**src/rtl/puf_sequencer_pkg.sv**
```systemverilog
// rtl/puf_sequencer_pkg.sv - shared types and widths for the PUF challenge sequencer
// Purpose: state enumeration plus count and select width constants.
// Ports: none (package).
package puf_sequencer_pkg;

  localparam int CNT_W = 16;  // oscillator count width and cycle counter width
  localparam int SEL_W = 4;   // ring-oscillator mux select width

  typedef enum logic [2:0] {
    ST_IDLE,
    ST_CLEAR,
    ST_SETTLE,
    ST_MEASURE,
    ST_WAIT,
    ST_DECIDE,
    ST_DONE
  } state_e;

endpackage

```
**src/rtl/puf_sequencer_cmp.sv**
```systemverilog
// rtl/puf_sequencer_cmp.sv - 16-bit unsigned greater-than comparator
// Purpose: gt_o = (a_i > b_i), unsigned.
// Ports: a_i, b_i (CNT_W bits) operands; gt_o result.
module puf_sequencer_cmp
  import puf_sequencer_pkg::*;
(
  input  logic [CNT_W-1:0] a_i,
  input  logic [CNT_W-1:0] b_i,
  output logic             gt_o
);

  assign gt_o = (a_i > b_i);

endmodule

```
**src/rtl/puf_sequencer.sv**
```systemverilog
// rtl/puf_sequencer.sv - ring-oscillator PUF challenge/response sequencer
// Purpose: for each challenge byte, select an oscillator pair, clear counters,
//   settle, measure for a window, wait for counts to sync, then decide one bit.
// Ports: clk, rst (async, active-high); start, abort control; challenge
//   (byte i = {sel_a, sel_b} for bit i); count_1/count_2 oscillator counts;
//   ro_sel_a/ro_sel_b, ro_en, cnt_clr oscillator controls; busy, done status;
//   response, tie, err result vectors.
module puf_sequencer
  import puf_sequencer_pkg::*;
#(
  parameter int N_BITS = 8,
  parameter int WINDOW = 1024,
  parameter int SETTLE = 4,
  parameter int SYNC   = 2
) (
  input  logic                  clk,
  input  logic                  rst,
  input  logic                  start,
  input  logic                  abort,
  input  logic [8*N_BITS-1:0]   challenge,
  input  logic [CNT_W-1:0]      count_1,
  input  logic [CNT_W-1:0]      count_2,
  output logic [SEL_W-1:0]      ro_sel_a,
  output logic [SEL_W-1:0]      ro_sel_b,
  output logic                  ro_en,
  output logic                  cnt_clr,
  output logic                  busy,
  output logic                  done,
  output logic [N_BITS-1:0]     response,
  output logic [N_BITS-1:0]     tie,
  output logic [N_BITS-1:0]     err
);

  localparam int                IDX_W     = (N_BITS > 1) ? $clog2(N_BITS) : 1;
  localparam logic [IDX_W-1:0]  LAST_IDX  = IDX_W'(N_BITS - 1);
  // Counter holds "cycles remaining minus one" in the current state.
  localparam logic [CNT_W-1:0]  SETTLE_LD = CNT_W'(SETTLE - 1);
  localparam logic [CNT_W-1:0]  WINDOW_LD = CNT_W'(WINDOW - 1);
  localparam logic [CNT_W-1:0]  SYNC_LD   = CNT_W'(SYNC - 1);

  state_e                state_q, state_d;
  logic [CNT_W-1:0]      cnt_q, cnt_d;
  logic [IDX_W-1:0]      idx_q, idx_d;
  logic [8*N_BITS-1:0]   chal_q, chal_d;
  logic [N_BITS-1:0]     sh_resp_q, sh_resp_d;
  logic [N_BITS-1:0]     sh_tie_q, sh_tie_d;
  logic [N_BITS-1:0]     sh_err_q, sh_err_d;
  logic [N_BITS-1:0]     resp_q, resp_d;
  logic [N_BITS-1:0]     tie_q, tie_d;
  logic [N_BITS-1:0]     err_q, err_d;

  logic [7:0]            cur_byte;
  logic                  pair_ok;
  logic                  cnt_eq;
  logic                  cnt_gt;

  assign cur_byte = chal_q[{idx_q, 3'b000} +: 8];
  assign pair_ok  = (cur_byte[7:4] != cur_byte[3:0]);
  assign cnt_eq   = (count_1 == count_2);

  puf_sequencer_cmp u_cmp (
    .a_i  (count_1),
    .b_i  (count_2),
    .gt_o (cnt_gt)
  );

  // Selects follow the latched byte for the bit in flight and park at 0 in IDLE.
  assign ro_sel_a = (state_q == ST_IDLE) ? '0 : cur_byte[7:4];
  assign ro_sel_b = (state_q == ST_IDLE) ? '0 : cur_byte[3:0];
  assign busy     = (state_q != ST_IDLE);
  assign response = resp_q;
  assign tie      = tie_q;
  assign err      = err_q;

  always_comb begin
    state_d   = state_q;
    cnt_d     = cnt_q;
    idx_d     = idx_q;
    chal_d    = chal_q;
    sh_resp_d = sh_resp_q;
    sh_tie_d  = sh_tie_q;
    sh_err_d  = sh_err_q;
    resp_d    = resp_q;
    tie_d     = tie_q;
    err_d     = err_q;
    ro_en     = 1'b0;
    cnt_clr   = 1'b0;
    done      = 1'b0;

    unique case (state_q)
      ST_IDLE: begin
        if (start && !abort) begin
          chal_d  = challenge;
          idx_d   = '0;
          cnt_d   = '0;
          state_d = ST_CLEAR;
        end
      end
      ST_CLEAR: begin
        cnt_clr = 1'b1;
        cnt_d   = SETTLE_LD;
        state_d = ST_SETTLE;
      end
      ST_SETTLE: begin
        if (cnt_q == '0) begin
          cnt_d   = WINDOW_LD;
          state_d = ST_MEASURE;
        end else begin
          cnt_d = cnt_q - 1'b1;
        end
      end
      ST_MEASURE: begin
        ro_en = 1'b1;
        if (cnt_q == '0) begin
          cnt_d   = SYNC_LD;
          state_d = ST_WAIT;
        end else begin
          cnt_d = cnt_q - 1'b1;
        end
      end
      ST_WAIT: begin
        if (cnt_q == '0) begin
          cnt_d   = '0;
          state_d = ST_DECIDE;
        end else begin
          cnt_d = cnt_q - 1'b1;
        end
      end
      ST_DECIDE: begin
        if (pair_ok) begin
          sh_resp_d[idx_q] = cnt_gt;
          sh_tie_d[idx_q]  = cnt_eq;
          sh_err_d[idx_q]  = 1'b0;
        end else begin
          sh_resp_d[idx_q] = 1'b0;
          sh_tie_d[idx_q]  = 1'b0;
          sh_err_d[idx_q]  = 1'b1;
        end
        cnt_d = '0;
        if (idx_q == LAST_IDX) begin
          // Publish on DONE entry so results are valid in the done cycle.
          resp_d  = sh_resp_d;
          tie_d   = sh_tie_d;
          err_d   = sh_err_d;
          state_d = ST_DONE;
        end else begin
          idx_d   = idx_q + 1'b1;
          state_d = ST_CLEAR;
        end
      end
      ST_DONE: begin
        done    = 1'b1;
        state_d = ST_IDLE;
      end
      default: state_d = ST_IDLE;
    endcase

    // Abort overrides everything outside IDLE, including the final publish.
    if (abort && (state_q != ST_IDLE)) begin
      state_d = ST_IDLE;
      cnt_d   = '0;
      ro_en   = 1'b0;
      cnt_clr = 1'b0;
      done    = 1'b0;
      resp_d  = resp_q;
      tie_d   = tie_q;
      err_d   = err_q;
    end
  end

  always_ff @(posedge clk or posedge rst) begin
    if (rst) begin
      state_q   <= ST_IDLE;
      cnt_q     <= '0;
      idx_q     <= '0;
      chal_q    <= '0;
      sh_resp_q <= '0;
      sh_tie_q  <= '0;
      sh_err_q  <= '0;
      resp_q    <= '0;
      tie_q     <= '0;
      err_q     <= '0;
    end else begin
      state_q   <= state_d;
      cnt_q     <= cnt_d;
      idx_q     <= idx_d;
      chal_q    <= chal_d;
      sh_resp_q <= sh_resp_d;
      sh_tie_q  <= sh_tie_d;
      sh_err_q  <= sh_err_d;
      resp_q    <= resp_d;
      tie_q     <= tie_d;
      err_q     <= err_d;
    end
  end

endmodule

```
**config.mk**
```make
export PLATFORM = sky130hd
export DESIGN_NAME = puf_sequencer
export DESIGN_NICKNAME = d
export VERILOG_FILES = /design/src/rtl/puf_sequencer_pkg.sv /design/src/rtl/puf_sequencer_cmp.sv /design/src/rtl/puf_sequencer.sv
export SDC_FILE = /design/constraint.sdc
export NUM_CORES = 1
export LEC_CHECK = 0
export BUFFER_PORTS_ARGS = -buffer_cell sky130_fd_sc_hd__buf_4
export CAP_MARGIN = 20
export CORE_ASPECT_RATIO = 0.75
export CORE_MARGIN = 4
export CORE_UTILIZATION = 56
export DETAILED_ROUTE_END_ITERATION = 16
export PLACE_DENSITY = 0.92
export SLEW_MARGIN = 20
export SYNTH_ARGS = -nofsm -noshare
export SYNTH_HDL_FRONTEND = slang
export SYNTH_SLANG_ARGS = --single-unit
```
**constraint.sdc**
```tcl
create_clock -name clk -period 5.1 [get_ports clk]
set_input_delay 0.765 -clock clk [delete_from_list [all_inputs] [get_ports clk]]
set_output_delay 0.765 -clock clk [all_outputs]
set_load 0.005 [all_outputs]
```
# Yosys cells after proc, flatten, opt, wreduce, memory -nomap -nowiden
# Index checks and enable logic that the tools add are counted.
# op_classes
mux	31
magnitude_cmp	3
n_eq_ne	15
n_reduce_logical	14
bitwise_logic	6
shifts	1
addsub	2
# op_table
op	n
one-hot mux 16 bit (6 select lines)	1
2-to-1 mux 16 bit	5
variable part select 64 x 7 -> 8 bit	1
bitwise AND 8 bit	3
2-to-1 mux 3 bit	8
2-to-1 mux 8 bit	3
one-hot mux 3 bit (6 select lines)	1
bitwise mux 8 bit	2
== test 16 bit	1
> comparator 16 bit	1
zero test 16 bit	1
subtractor 16 x 1 -> 16 bit, second input constant	1
== test 3 bit, second input constant	4
inequality test 3 bit, second input constant	3
2-to-1 mux 4 bit	2
NOT 8 bit	1
OR 8 bit	1
2-to-1 mux 1 bit	7
nonzero test 7 bit	1
== test 3 x 2 -> 1 bit, second input constant	2
one-hot mux 3 bit (2 select lines)	1
AND reduction 3 bit	2
< comparator 3 x 4 -> 1 bit, second input constant	1
inequality test 4 bit	1
other kinds (15)	18
# word_totals
ff_bits	134
word_cells	82
input_bits	100
output_inout_bits	36

# Longest topological paths before layout
# logic_depth
word_depth	7
ltp_mapped	10

# By module
# From an unflattened synthesis, not the netlist that was laid out.
# hier_totals
cells_unflattened	601
area_unflattened_um2	6861.6
# modules_own_cells
module	cells_per_inst	area_per_inst_um2	seq_area_each_um2	n_inst
puf_sequencer	546	6453.7	3353.2	1
puf_sequencer_cmp	55	407.9	0.0	1

# Worst setup path after synthesis
# OpenSTA, ideal clock, no wires.
# synth_timing
path_kind	reg2out
from	register idx_q[0]
to	output ro_sel_b[0]
path_slack_ns	2.400
required_time_ns	4.335
stages_incl_launch_ff	6
t_arrival_ns	1.935
path_cell_list	dfrtp_1 -> buf_1 -> buf_1 -> mux4_2 -> mux2i_1 -> nor2_1
# synth_via
elab_chain_len	2
# synth_rtl
item	line_no	source
start: declaration	puf_sequencer.sv:43	logic [IDX_W-1:0] idx_q, idx_d;
start signal: assignment	puf_sequencer.sv:186	idx_q <= idx_d;
variable part select 64 x 7 -> 8 bit	puf_sequencer.sv:57	assign cur_byte = chal_q[{idx_q, 3'b000} +: 8];
2-to-1 mux 4 bit	puf_sequencer.sv:69	assign ro_sel_b = (state_q == ST_IDLE) ? '0 : cur_byte[3:0];
end: declaration	puf_sequencer.sv:24	output logic [SEL_W-1:0] ro_sel_b,
# Every way passes these cells.

# Final worst setup path
# layout_timing
from	register idx_q[2]
to	output ro_sel_b[2]
# The elaborated chain is that of the path after synthesis.

==> run_results.csv <==
group,metric,value,unit
placed_design,place.gp.congestion,0.880,
clocking,cts_buffer_depth,2,
grt,antenna_found_initial,0,
grt,grt_overflow,0,
yosys,synthFlopType,"dfrtp_1",
clocking,post_cts_resize_count,0,
yosys,yosys_warnings,0,
route,ant_nets,0,
grt,grt_pass1_wl,29800,µm
clocking,clk_latency,0.43,ns
die,rows,35,
yosys,synthTopCellsByArea,"dfrtp_1, mux2_2, mux4_2",
run_status,status,"finished, final reports clean",
yosys,synthArstFlopShare,100,%
critical_path,startpoint_type,"flop",
layout,final_cell_mix,"buf_4, dfrtp_1, mux2_2, nand2_1, nor2_1",
sta,worstMarginPinSlew,1.06,ns
sta,hold_slack,0.477,ns
die,fp.coreArea,12400,µm²
sta,slew_viol_final,0,
power,vdd.ir_drop.worst,294,µV
sta,fmax,0.297,GHz
route,drc,0,
layout,nNetsFinal,881,
yosys,synth_area_per_cell,11.2,µm²
yosys,synth_edf_count,0,
clocking,cts_buffers,17,
layout,antenna_cells,0,
route,vias,5728,
yosys,syn_inst,641,
route,routed_wl,18700,µm
grt,grt_usage,25.4,%
route,wire_per_inst,19.8,µm
run,drv_cap,0,
critical_path,r2r-start,"idx_q[2]",
clocking,cts_root_buf,"clkbuf_16",
layout,drive_above_1_share,35.0,%
critical_path,crit_required,4.34,ns
sta,fin_skew,0.0105,ns
critical_path,reg2regPathDepth,7,
critical_path,crit_arrival,2.60,ns
clocking,htree_levels,4,
clocking,cts.sinks,134,
yosys,synth_nets,760,
clocking,cts_hold_buffers,0,
die,die-area,14700,µm²
critical_path,critPathCaptureType,"output pin",
placed_design,dpl_cell_area,8260,µm²
yosys,synth_area,7160,µm²
grt,grt_max_degree,75,
clocking,cts_tree,"done",
power,cellPowerDensity,495,nW/µm²
route,dr.pass1.iters,5,
worst_hold_path,hp-start,"sh_tie_q[2]",
yosys,ys_seq_area_share,46.8,%
power,power_leakage,4.12,nW
sta,period_needed,3.37,ns
worst_hold_path,worstHoldPathCells,2,
critical_path,reg2reg_to,"response[7]",
route,viasPerCell,6.09,
placed_design,port_buffers,135,
yosys,synth_seq_cells,134,
yosys,synth_top_area_share,46.8,%
placed_design,dp_hpwl,13100,µm
route,drt-initial-drc-count,520,
worst_hold_path,min_path_type,"reg2reg",
yosys,synth.largest_area_cell,"dfrtp_1",
die,pin_count,136,
sta,relSlewSlack,29.3,%
sta,fin_crit_sh,66.0,%
layout,post-route-cell-area,8870,µm²
sta,setup_ws,1.73,ns
critical_path,crit_type,"reg2out",
grt,grt_pass1_vias,5775,
die,initial_core_util,57.8,%
layout,nFillCells,813,
sta,fin_tns_setup,0,ns
placed_design,pre_cts_ws,1.67,ns
worst_hold_path,whs_endpoint,"sh_tie_q[2]",
layout,fin_util,71.6,%
critical_path,critPathMaxFanout,48,
critical_path,r2r_setup_slack,1.88,ns
layout,final_common_cell,"buf_4",
clocking,postCtsSetupBuffers,0,
clocking,path_clk_slew,0.06,ns
die,die_w,139,µm
layout,syn2layout_area_growth,23.9,%
sta,rsz0062_at_grt,"false",
sta,setup_viol,0,
sta,hold_viol,0,
die,die-height,106,µm
yosys,ys_types,60,
==> cell usage after synthesis, types with 2 or more instances <==
library cell / number
buf_2: 7
buf_1: 4
o21ai_0: 12
dfrtp_1: 134
mux2_2: 73
xnor2_1: 15
o21a_1: 2
inv_1: 23
or3_1: 7
xor2_1: 16
mux2i_1: 22
ha_1: 19
o31ai_1: 24
nor4_1: 5
clkbuf_2: 2
nor3_1: 10
nor2_1: 39
a21o_1: 6
and3_1: 25
nor2b_1: 8
o211ai_1: 2
nand3_1: 3
a22o_1: 3
nand4_1: 4
clkbuf_1: 21
a21boi_0: 2
nand2_1: 45
mux4_2: 12
a21oi_1: 29
a31oi_1: 7
a221o_1: 11
or4_1: 3
buf_6: 2
o41ai_1: 11
nand2b_1: 6
buf_4: 3
==> per-stage QoR <==
step	instances	power, mW
after floorplan	641	2.67
after global placement	908	3.00
after detailed placement	908	3.12
after CTS	940	4.36
after global routing	941	4.60
final	941	4.39
==> layout make-up <==
cell class | instances | area [µm²] | share of cell area (%)
clock buffers | 18 | 429 | 4.84
clock inverters | 14 | 154 | 1.73
inverters | 23 | 88.8 | 1.00
multi-input cells | 445 | 3560 | 40.1
flip-flops and latches | 134 | 3360 | 37.8
well taps | 166 | 208 | 2.34
repair buffers | 141 | 1080 | 12.2
==> registers in the layout, summed over array words and instances (netlist names) <==
signal	cells
sh_tie_q	8
state_q	3
chal_q	64
sh_resp_q	8
tie	8
response	8
cnt_q	16
idx_q	3
err	8
sh_err_q	8
==> where the power goes <==
| group | internal (mW) | switching [mW] | total [mW] |
|---|---|---|---|
| combinational | 0.778 | 0.732 | 1.51 |
| clock | 0.723 | 0.487 | 1.21 |
| sequential | 1.38 | 0.295 | 1.67 |
| total | 2.88 | 1.51 | 4.39 |
==> layer usage <==
layer	share of wire, %	global-route usage (%)	vias up
li1	-	-	2600
met5	0	0	-
met4	2.4	9.24	0
met3	8.0	6.88	41
met1	42	33.6	2827
met2	48	40.5	260
==> how the worst max path moves through the flow <==
stage                         from            to  cells past startpoint
after floorplan                rst     chal_q[0]                      1
after CTS                 idx_q[2]  sh_resp_q[5]                      6
final                     idx_q[2]   ro_sel_b[2]                      4
after global routing      idx_q[2]   ro_sel_b[2]                      4
after global placement    idx_q[2]   sh_err_q[2]                      6
after detailed placement  idx_q[2]  sh_resp_q[5]                      6
==> critical path, cell delays in order (launching register included) <==
cell and delay (ns):
dfrtp_2 1.04, mux2i_1 0.27, mux4_2 0.53, nor2_1 0.18
buf_4 0.15
==> cells by family after synthesis <==
logic type                 Yosys count  share of synthesized area [%]
AOI/OAI and AO/OA                  122                           12.3
xor gates and xnor gates            31                           3.79
adders and majority gates           19                           3.32
buffers and inverters               62                           3.77
DFF                                134                           46.8
muxes                              107                           18.3
and+or+nand+nor                    166                           11.6
(Power assumes the default switching activity.)
